`src/rtl/bus_arbiter.sv`:
```
// Round-robin arbiter sharing one single-word W_* bus among up to four requesters.
// Optional bus watchdog compiled in with `define ARB_TIMEOUT_EN.
//
// state      | meaning
// -----------+------------------------------------------------------------
// ST_IDLE    | waiting for a request; grants the first requester at/after ptr
// ST_BUSY    | bus cycle in flight, waiting for W_ACK (or watchdog expiry)
// ST_RELEASE | ack pulse visible; requests ignored so the winner can drop m_req
module bus_arbiter #(
    parameter int NM      = 4,
    parameter int TIMEOUT = 255
) (
    input  logic              clk,
    input  logic              W_RST,
    input  logic [NM-1:0]     m_req,
    input  logic [NM-1:0]     m_write,
    input  logic [32*NM-1:0]  m_addr,
    input  logic [32*NM-1:0]  m_wdata,
    output logic [NM-1:0]     m_ack,
    output logic [NM-1:0]     m_err,
    output logic [31:0]       m_rdata,
    output logic [1:0]        m_gnt,
    output logic              W_CYC,
    output logic [31:0]       W_ADDR,
    output logic [31:0]       W_DATA_O,
    output logic              W_WRITE,
    input  logic              W_ACK,
    input  logic [31:0]       W_DATA_I
);

    typedef enum logic [1:0] {
        ST_IDLE    = 2'd0,
        ST_BUSY    = 2'd1,
        ST_RELEASE = 2'd2
    } state_t;

    state_t        state_q, state_d;
    logic [1:0]    ptr_q, ptr_d;
    logic [1:0]    gnt_q, gnt_d;
    logic          cyc_q, cyc_d;
    logic          write_q, write_d;
    logic [31:0]   addr_q, addr_d;
    logic [31:0]   wdata_q, wdata_d;
    logic [31:0]   rdata_q, rdata_d;
    logic [NM-1:0] ack_q, ack_d;

    logic [3:0]    req_pad;
    logic [3:0]    write_pad;
    logic [127:0]  addr_pad;
    logic [127:0]  wdata_pad;
    logic          pick_vld;
    logic [1:0]    pick_idx;
    logic [1:0]    ptr_next;
    logic [NM-1:0] gnt_oh;

    // Unused upper requester slots read as idle when NM < 4.
    assign req_pad   = 4'(m_req);
    assign write_pad = 4'(m_write);
    assign addr_pad  = 128'(m_addr);
    assign wdata_pad = 128'(m_wdata);

`ifdef ARB_TIMEOUT_EN
    logic [7:0]    wdt_q, wdt_d;
    logic [NM-1:0] err_q, err_d;
    logic          wdt_exp;

    // Expiry fires on the edge where the count would reach TIMEOUT.
    assign wdt_exp = (wdt_q == 8'(TIMEOUT - 1));
    assign m_err   = err_q;
`else
    assign m_err   = '0;
`endif

    // Scan from highest offset down so the closest requester to ptr wins.
    always_comb begin : pick
        int c;
        pick_vld = 1'b0;
        pick_idx = 2'd0;
        c        = 0;
        for (int off = NM - 1; off >= 0; off--) begin
            c = int'(ptr_q) + off;
            if (c >= NM) c = c - NM;
            if (req_pad[c[1:0]]) begin
                pick_vld = 1'b1;
                pick_idx = c[1:0];
            end
        end
    end

    always_comb begin : next_ptr
        int s;
        s = int'(gnt_q) + 1;
        if (s >= NM) s = 0;
        ptr_next = s[1:0];
    end

    always_comb begin
        gnt_oh = '0;
        for (int i = 0; i < NM; i++) begin
            gnt_oh[i] = (int'(gnt_q) == i);
        end
    end

    always_comb begin
        state_d = state_q;
        ptr_d   = ptr_q;
        gnt_d   = gnt_q;
        cyc_d   = cyc_q;
        write_d = write_q;
        addr_d  = addr_q;
        wdata_d = wdata_q;
        rdata_d = rdata_q;
        ack_d   = '0;
`ifdef ARB_TIMEOUT_EN
        wdt_d   = wdt_q;
        err_d   = '0;
`endif
        case (state_q)
            ST_IDLE: begin
                if (pick_vld) begin
                    gnt_d   = pick_idx;
                    addr_d  = addr_pad[32*int'(pick_idx) +: 32];
                    wdata_d = wdata_pad[32*int'(pick_idx) +: 32];
                    write_d = write_pad[pick_idx];
                    cyc_d   = 1'b1;
                    state_d = ST_BUSY;
`ifdef ARB_TIMEOUT_EN
                    wdt_d   = 8'd0;
`endif
                end
            end
            ST_BUSY: begin
                if (W_ACK) begin
                    rdata_d = write_q ? 32'h0 : W_DATA_I;
                    ack_d   = gnt_oh;
                    cyc_d   = 1'b0;
                    ptr_d   = ptr_next;
                    state_d = ST_RELEASE;
                end
`ifdef ARB_TIMEOUT_EN
                else if (wdt_exp) begin
                    rdata_d = 32'h0;
                    ack_d   = gnt_oh;
                    err_d   = gnt_oh;
                    cyc_d   = 1'b0;
                    ptr_d   = ptr_next;
                    state_d = ST_RELEASE;
                end else begin
                    wdt_d   = wdt_q + 8'd1;
                end
`endif
            end
            ST_RELEASE: begin
                state_d = ST_IDLE;
            end
            default: begin
                state_d = ST_IDLE;
            end
        endcase
    end

    always_ff @(posedge clk) begin
        if (W_RST) begin
            state_q <= ST_IDLE;
            ptr_q   <= 2'd0;
            gnt_q   <= 2'd0;
            cyc_q   <= 1'b0;
            write_q <= 1'b0;
            addr_q  <= 32'h0;
            wdata_q <= 32'h0;
            rdata_q <= 32'h0;
            ack_q   <= '0;
`ifdef ARB_TIMEOUT_EN
            wdt_q   <= 8'd0;
            err_q   <= '0;
`endif
        end else begin
            state_q <= state_d;
            ptr_q   <= ptr_d;
            gnt_q   <= gnt_d;
            cyc_q   <= cyc_d;
            write_q <= write_d;
            addr_q  <= addr_d;
            wdata_q <= wdata_d;
            rdata_q <= rdata_d;
            ack_q   <= ack_d;
`ifdef ARB_TIMEOUT_EN
            wdt_q   <= wdt_d;
            err_q   <= err_d;
`endif
        end
    end

    assign m_ack    = ack_q;
    assign m_rdata  = rdata_q;
    assign m_gnt    = gnt_q;
    assign W_CYC    = cyc_q;
    assign W_ADDR   = addr_q;
    assign W_DATA_O = wdata_q;
    assign W_WRITE  = write_q;

endmodule

```
`config.mk`:
```
export PLATFORM = sky130hd
export DESIGN_NAME = bus_arbiter
export DESIGN_NICKNAME = d
export VERILOG_FILES = /design/src/rtl/bus_arbiter.sv
export SDC_FILE = /design/constraint.sdc
export NUM_CORES = 1
export LEC_CHECK = 0
export ABC_AREA = 1
export CORE_AREA = 2 2 157 159
export CTS_CLUSTER_DIAMETER = 120
export DETAILED_ROUTE_END_ITERATION = 12
export DIE_AREA = 0 0 159 161
export GPL_TIMING_DRIVEN = 0
export PLACE_DENSITY = 0.64
export SETUP_SLACK_MARGIN = 0.3
export SYNTH_ARGS = -nofsm -noshare
export SYNTH_HDL_FRONTEND = slang
export SYNTH_SLANG_ARGS = --single-unit
export TNS_END_PERCENT = 50
```
`constraint.sdc`:
```
create_clock -name clk -period 5.6 [get_ports clk]
set_input_delay 1.4 -clock clk [delete_from_list [all_inputs] [get_ports clk]]
set_output_delay 1.4 -clock clk [all_outputs]
set_load 0.01 [all_outputs]
```
# After elaboration in Yosys (flattened, before gate mapping)
# Index checks and enable logic that the tools add are counted.
[classes]
muxes = 30
eq_ne = 6
add_sub_neg = 8
n_bitwise = 2
n_shift = 2
magnitude_cmp = 10
reduce_logical = 8
[op_table]
columns = ["cell", "n"]
rows = [
  ["$shiftx A128 B8 Y32", 2],
  ["$mux W32", 1],
  ["$mux W2", 11],
  ["$lt A2 B3 Y1 const B", 5],
  ["$ge A3 B3 Y1 const B", 4],
  ["$mux W1", 11],
  ["$bmux W1 S2", 5],
  ["$sub A2 B1 Y2 const B", 4],
  ["$add A2 B1 Y3 const B", 2],
  ["$add A2 B2 Y3 const B", 2],
  ["$reduce_and A2 Y1", 3],
  ["$eq A2 B1 Y1 const B", 2],
  ["$eq A2 B2 Y1 const B", 2],
  ["$logic_not A2 Y1", 2],
  ["$ne A2 B2 Y1 const B", 2],
  ["$pmux W2 S2", 1],
  ["$ge A2 B3 Y1 const B", 1],
  ["$reduce_and A3 Y1", 1],
  ["$reduce_or A3 Y1", 1],
  ["$not A1 Y1", 2],
  ["$pmux W1 S2", 1],
  ["$reduce_bool A2 Y1", 1],
]
[totals]
word_cells = 75
output_inout_bits = 108
inputBits = 299
reg_bits = 108

# Longest topological paths before layout
[depth]
ltp_word = 11
mapped_depth = 15
ltp_nobuf = 14

# Worst setup path before layout
# No wires, ideal clock.
[synth_timing]
path_type = "input port to flip-flop"
start = "input m_req[1]"
end = "register addr_q[11] (netlist: W_ADDR[11])"
setup_ns = 0.119
t_arrival_ns = 2.627
t_required_ns = 5.481
path_buffers = 3
path_slack_ns = 2.853
path_stages = 13
cell_sequence = "inv_1 nand2_2 nand3_1 nand2_2 nand3_1 nand3_1 buf_4 buf_4 buf_4 nand3_1 nand3_1 nand2_1 a21oi_1"
[synth_between]
elab_chain_cells = 7
elab_cells_between_ends = 18
cone_classes = "shift: 1; mux: 16; reduce/logical: 1"
[synth_rtl]
columns = ["element", "line", "text"]
rows = [
  ["start: declaration", "15", "input logic [NM-1:0] m_req,"],
  ["$bmux W1 S2", "83", "if (req_pad[c[1:0]]) begin"],
  ["$mux W1 (not written as such)", "83", ""],
  ["$mux W2 or $mux W1 (tied branches) (4 in series)", "83", ""],
  ["$shiftx A128 B8 Y32 or $reduce_and A2 Y1 (tied branches)", "-", ""],
  ["end signal: assignment", "183", "addr_q <= addr_d;"],
  ["end: declaration", "42", "logic [31:0] addr_q, addr_d;"],
]
# Parallel ways exist; a longest one is shown, timed or not. The select of a mux whose other input is x is not followed.
# A chain may end at the register's enable or synchronous reset.

# Final worst setup path
[layout_timing]
start = "input m_req[0]"
end = "register addr_q[9] (netlist: W_ADDR[9])"
# Same word-level chain as after synthesis.

==> summary.md <==
| Metric | Value |
|---|---|
| Post-synth EDFFs | 0 |
| RSZ-0062 raised after global routing | false |
| Synthesized flop and latch total | 108 |
| Die ar. | 25600 µm² |
| FMAX | 0.292 GHz |
| Multi-input gate area | 3480 µm² |
| Final hold viol count | 0 |
| Chip Width | 159 µm |
| Arr. time, crit path | 3710 ps |
| Setup-violating endpoint count in the final report | 0 |
| Pwr Density | 306 nW/µm² |
| Row cnt | 57 |
| HP Class | reg2reg |
| CP Cell Sequence | clkdlybuf4s50_1 -> inv_1 -> nand2_1 -> nand3_1 -> nand2_2 -> nand3_1 -> nand2_1 -> nand2_1 -> nand2_2 -> buf_1 -> nand2_1 -> nand3_1 -> nand2_1 -> a21oi_1 |
| Clock tree root buffer cell | clkbuf_16 |
| Required @ worst endpoint | 5880 ps |
| Final min period | 3430 ps |
| Cell Area, Synth | 6200 µm² |
| CP max stage cell | buf_1 |
| GRT Total Usage | 23.1% |
| Clk buf depth | 2 |
| Most common cell after layout, fill and taps aside | clkdlybuf4s50_1 |
| Pwr Total | 3.35 mW |
| Critical path's largest stage delay | 490 ps |
| Fin nets | 1700 |
| Cts bufs inserted | 9 |
| Fraction of layout cells with a size suffix above 1 | 5.71% |
| GRT overflow | 0 |
| Leak Pwr | 4.65 nW |
| Cells after Synth | 981 |
| # fillers | 2490 |
| Avg Cell Area, Syn | 6.32 µm² |
| Initial antenna violation count | 0 |
| Core area | 24000 µm² |
| P&R area growth vs syn | 76.7% |
| Worst Setup Start Kind | primary input |
| Commonest register cell after synthesis | dfxtp_1 |
| Vias in the first global route | 8008 |
| DRC | 0 |
| CTS clk-pin slew, worst paths | 80 ps |
| Resize count post-CTS | 0 |
| Worst skew pair latency | 360 ps |
| Number of I/O port buffers | 402 |
| Die Height | 161 µm |
| Setup Fix Bufs, Post-CTS | 0 |
| Fin Clk Skew | 7.53 ps |
| First-pass GRT wire length | 46300 µm |
| Iteration-0 DRC Markers | 523 |
| DRT Pass-1 Iters | 5 |
| Post-DP HPWL | 24200 µm |
| Yosys cell types | 25 |
| Post-layout util | 45.7% |
| Gp weighted congestion | 0.922 |
| Fin Setup TNS | 0 ps |
| Total clock sinks | 108 |
| CTS tree | built |
| Sequential share of the synthesized area | 34.9% |
| Slew @ Worst Pin | 646 ps |
| Largest net degree at the start of global routing | 21 |
| Vias per Instance | 4.80 |
| Synth warn | 0 |
| Status | completed |
| Routed WL per cell | 17.7 µm |
| Vias | 8288 |
| Setup CP Type | in2reg |
| Max-slew violation count | 0 |
| Peak VDD IR | 149 µV |
| Register Area | 2160 µm² |
| Antenna Cells | 0 |
| Antenna Nets Post-Route | 0 |
| WL final | 30600 µm |
| Rel. slew slack | 56.9% |
| Most used cell along the critical path | nand2_1 |
| Crit path max fanout | 10 |
| H-Tree Depth | 3 |
| FFs w/ async S/R, synth | 0% |
| Worst Setup End Kind | flop |
| Top Ports | 407 |
| Commonest non-fill, non-tap cells in the layout | 402 x clkdlybuf4s50_1, 313 x nand3_1, 259 x nand2_1, 108 x dfxtp_1, 70 x a21oi_1 |
| Initial Util | 25.9% |
| Hold-fix buffers, CTS | 0 |
| Tcrit/Tclk final | 61.3% |
| Max Cap Viol | 0 |
-- report_power, final --
group          switching, mW  total, mW  leakage [nW]  internal (mW)
logic                  0.919       1.66          3.60          0.745
clock network          0.340      0.700         0.155          0.360
registers             0.0797      0.989         0.891          0.910
total                   1.34       3.35          4.65           2.01
-- worst paths after layout --
path                             startpoint     endpoint  slack (ps)  cells after the start
worst max-delay path               m_req[0]    W_ADDR[9]        2170                     14
worst min-delay path            m_rdata[11]  m_rdata[11]         470                      2
worst max register to register     ptr_q[0]    W_ADDR[9]        3230                     12
worst min register to register  m_rdata[11]  m_rdata[11]         470                      2
-- critical path, delay by kind of cell --
family | cells | cell delay [ps]
AND/OR/NAND/NOR | 10 | 1150
buffers and inverters | 3 | 1000
AO/OA/AOI/OAI | 1 | 160
-- area by class of cell --
cell class,instances,area share [%]
plain buffers,90,4.03
multi-input cells,752,31.8
repair buffers,402,36.7
inverters,34,1.19
well taps,324,3.70
flip-flops and latches,108,19.7
clock inverters,7,0.845
clock buffers,9,2.05
-- per-layer routing --
metal	part of all wire [%]	routed length (µm)	track usage, %	vias to the layer above
li1	-	-	-	4134
met4	2.5	751	7.11	0
met3	6.5	2000	4.49	41
met2	48	14600	39.8	342
met5	0	0	0	-
met1	43	13200	29.2	3771
-- state kept, by name (all words and copies together), names as in the netlist --
signal and cells:
W_ADDR 32, W_WRITE 1, state_q 2, ptr_q 2, m_ack 4, W_CYC 1
m_gnt 2, m_rdata 32, W_DATA_O 32
-- Yosys cell counts (2+ instances only) --
cell type	instances	share of area (%)
nand2_1	259	16
nand2_2	5	0.50
buf_2	35	2.8
a21oi_1	70	5.6
ha_1	4	0.81
o21ai_1	2	0.16
buf_1	10	0.61
inv_1	29	1.8
nor2_1	26	1.6
clkbuf_1	30	1.8
nor2_4	2	0.36
nand3_1	313	25
buf_4	14	1.7
dfxtp_1	108	35
o21ai_0	61	4.9
inv_2	4	0.24
-- kinds of logic (layout without fill, tap and decap cells) --
kind of cell,after synthesis,in the layout,share of synthesized area [%]
AND/OR/NAND/NOR,607,607,43.8
AO/OA/AOI/OAI,136,136,11.1
buffers and inverters,124,542,9.22
flip-flops,108,108,34.9
adder cells (fa/ha/maj),4,4,0.807
other,1,4,0.0605
XOR/XNOR,1,1,0.141
-- through the flow --
step | worst slack (ps) | instance area (µm²) | hold slack (ps) | std cells
global route | 1940 | 11000 | 486 | 1726
finish | 2170 | 11000 | 471 | 1726
global placement | 1830 | 10600 | 453 | 1710
floorplan | 2850 | 6210 | 490 | 984
CTS | 2170 | 11000 | 472 | 1726
detailed placement | 1790 | 10600 | 460 | 1710
(Power assumes the default switching activity.)
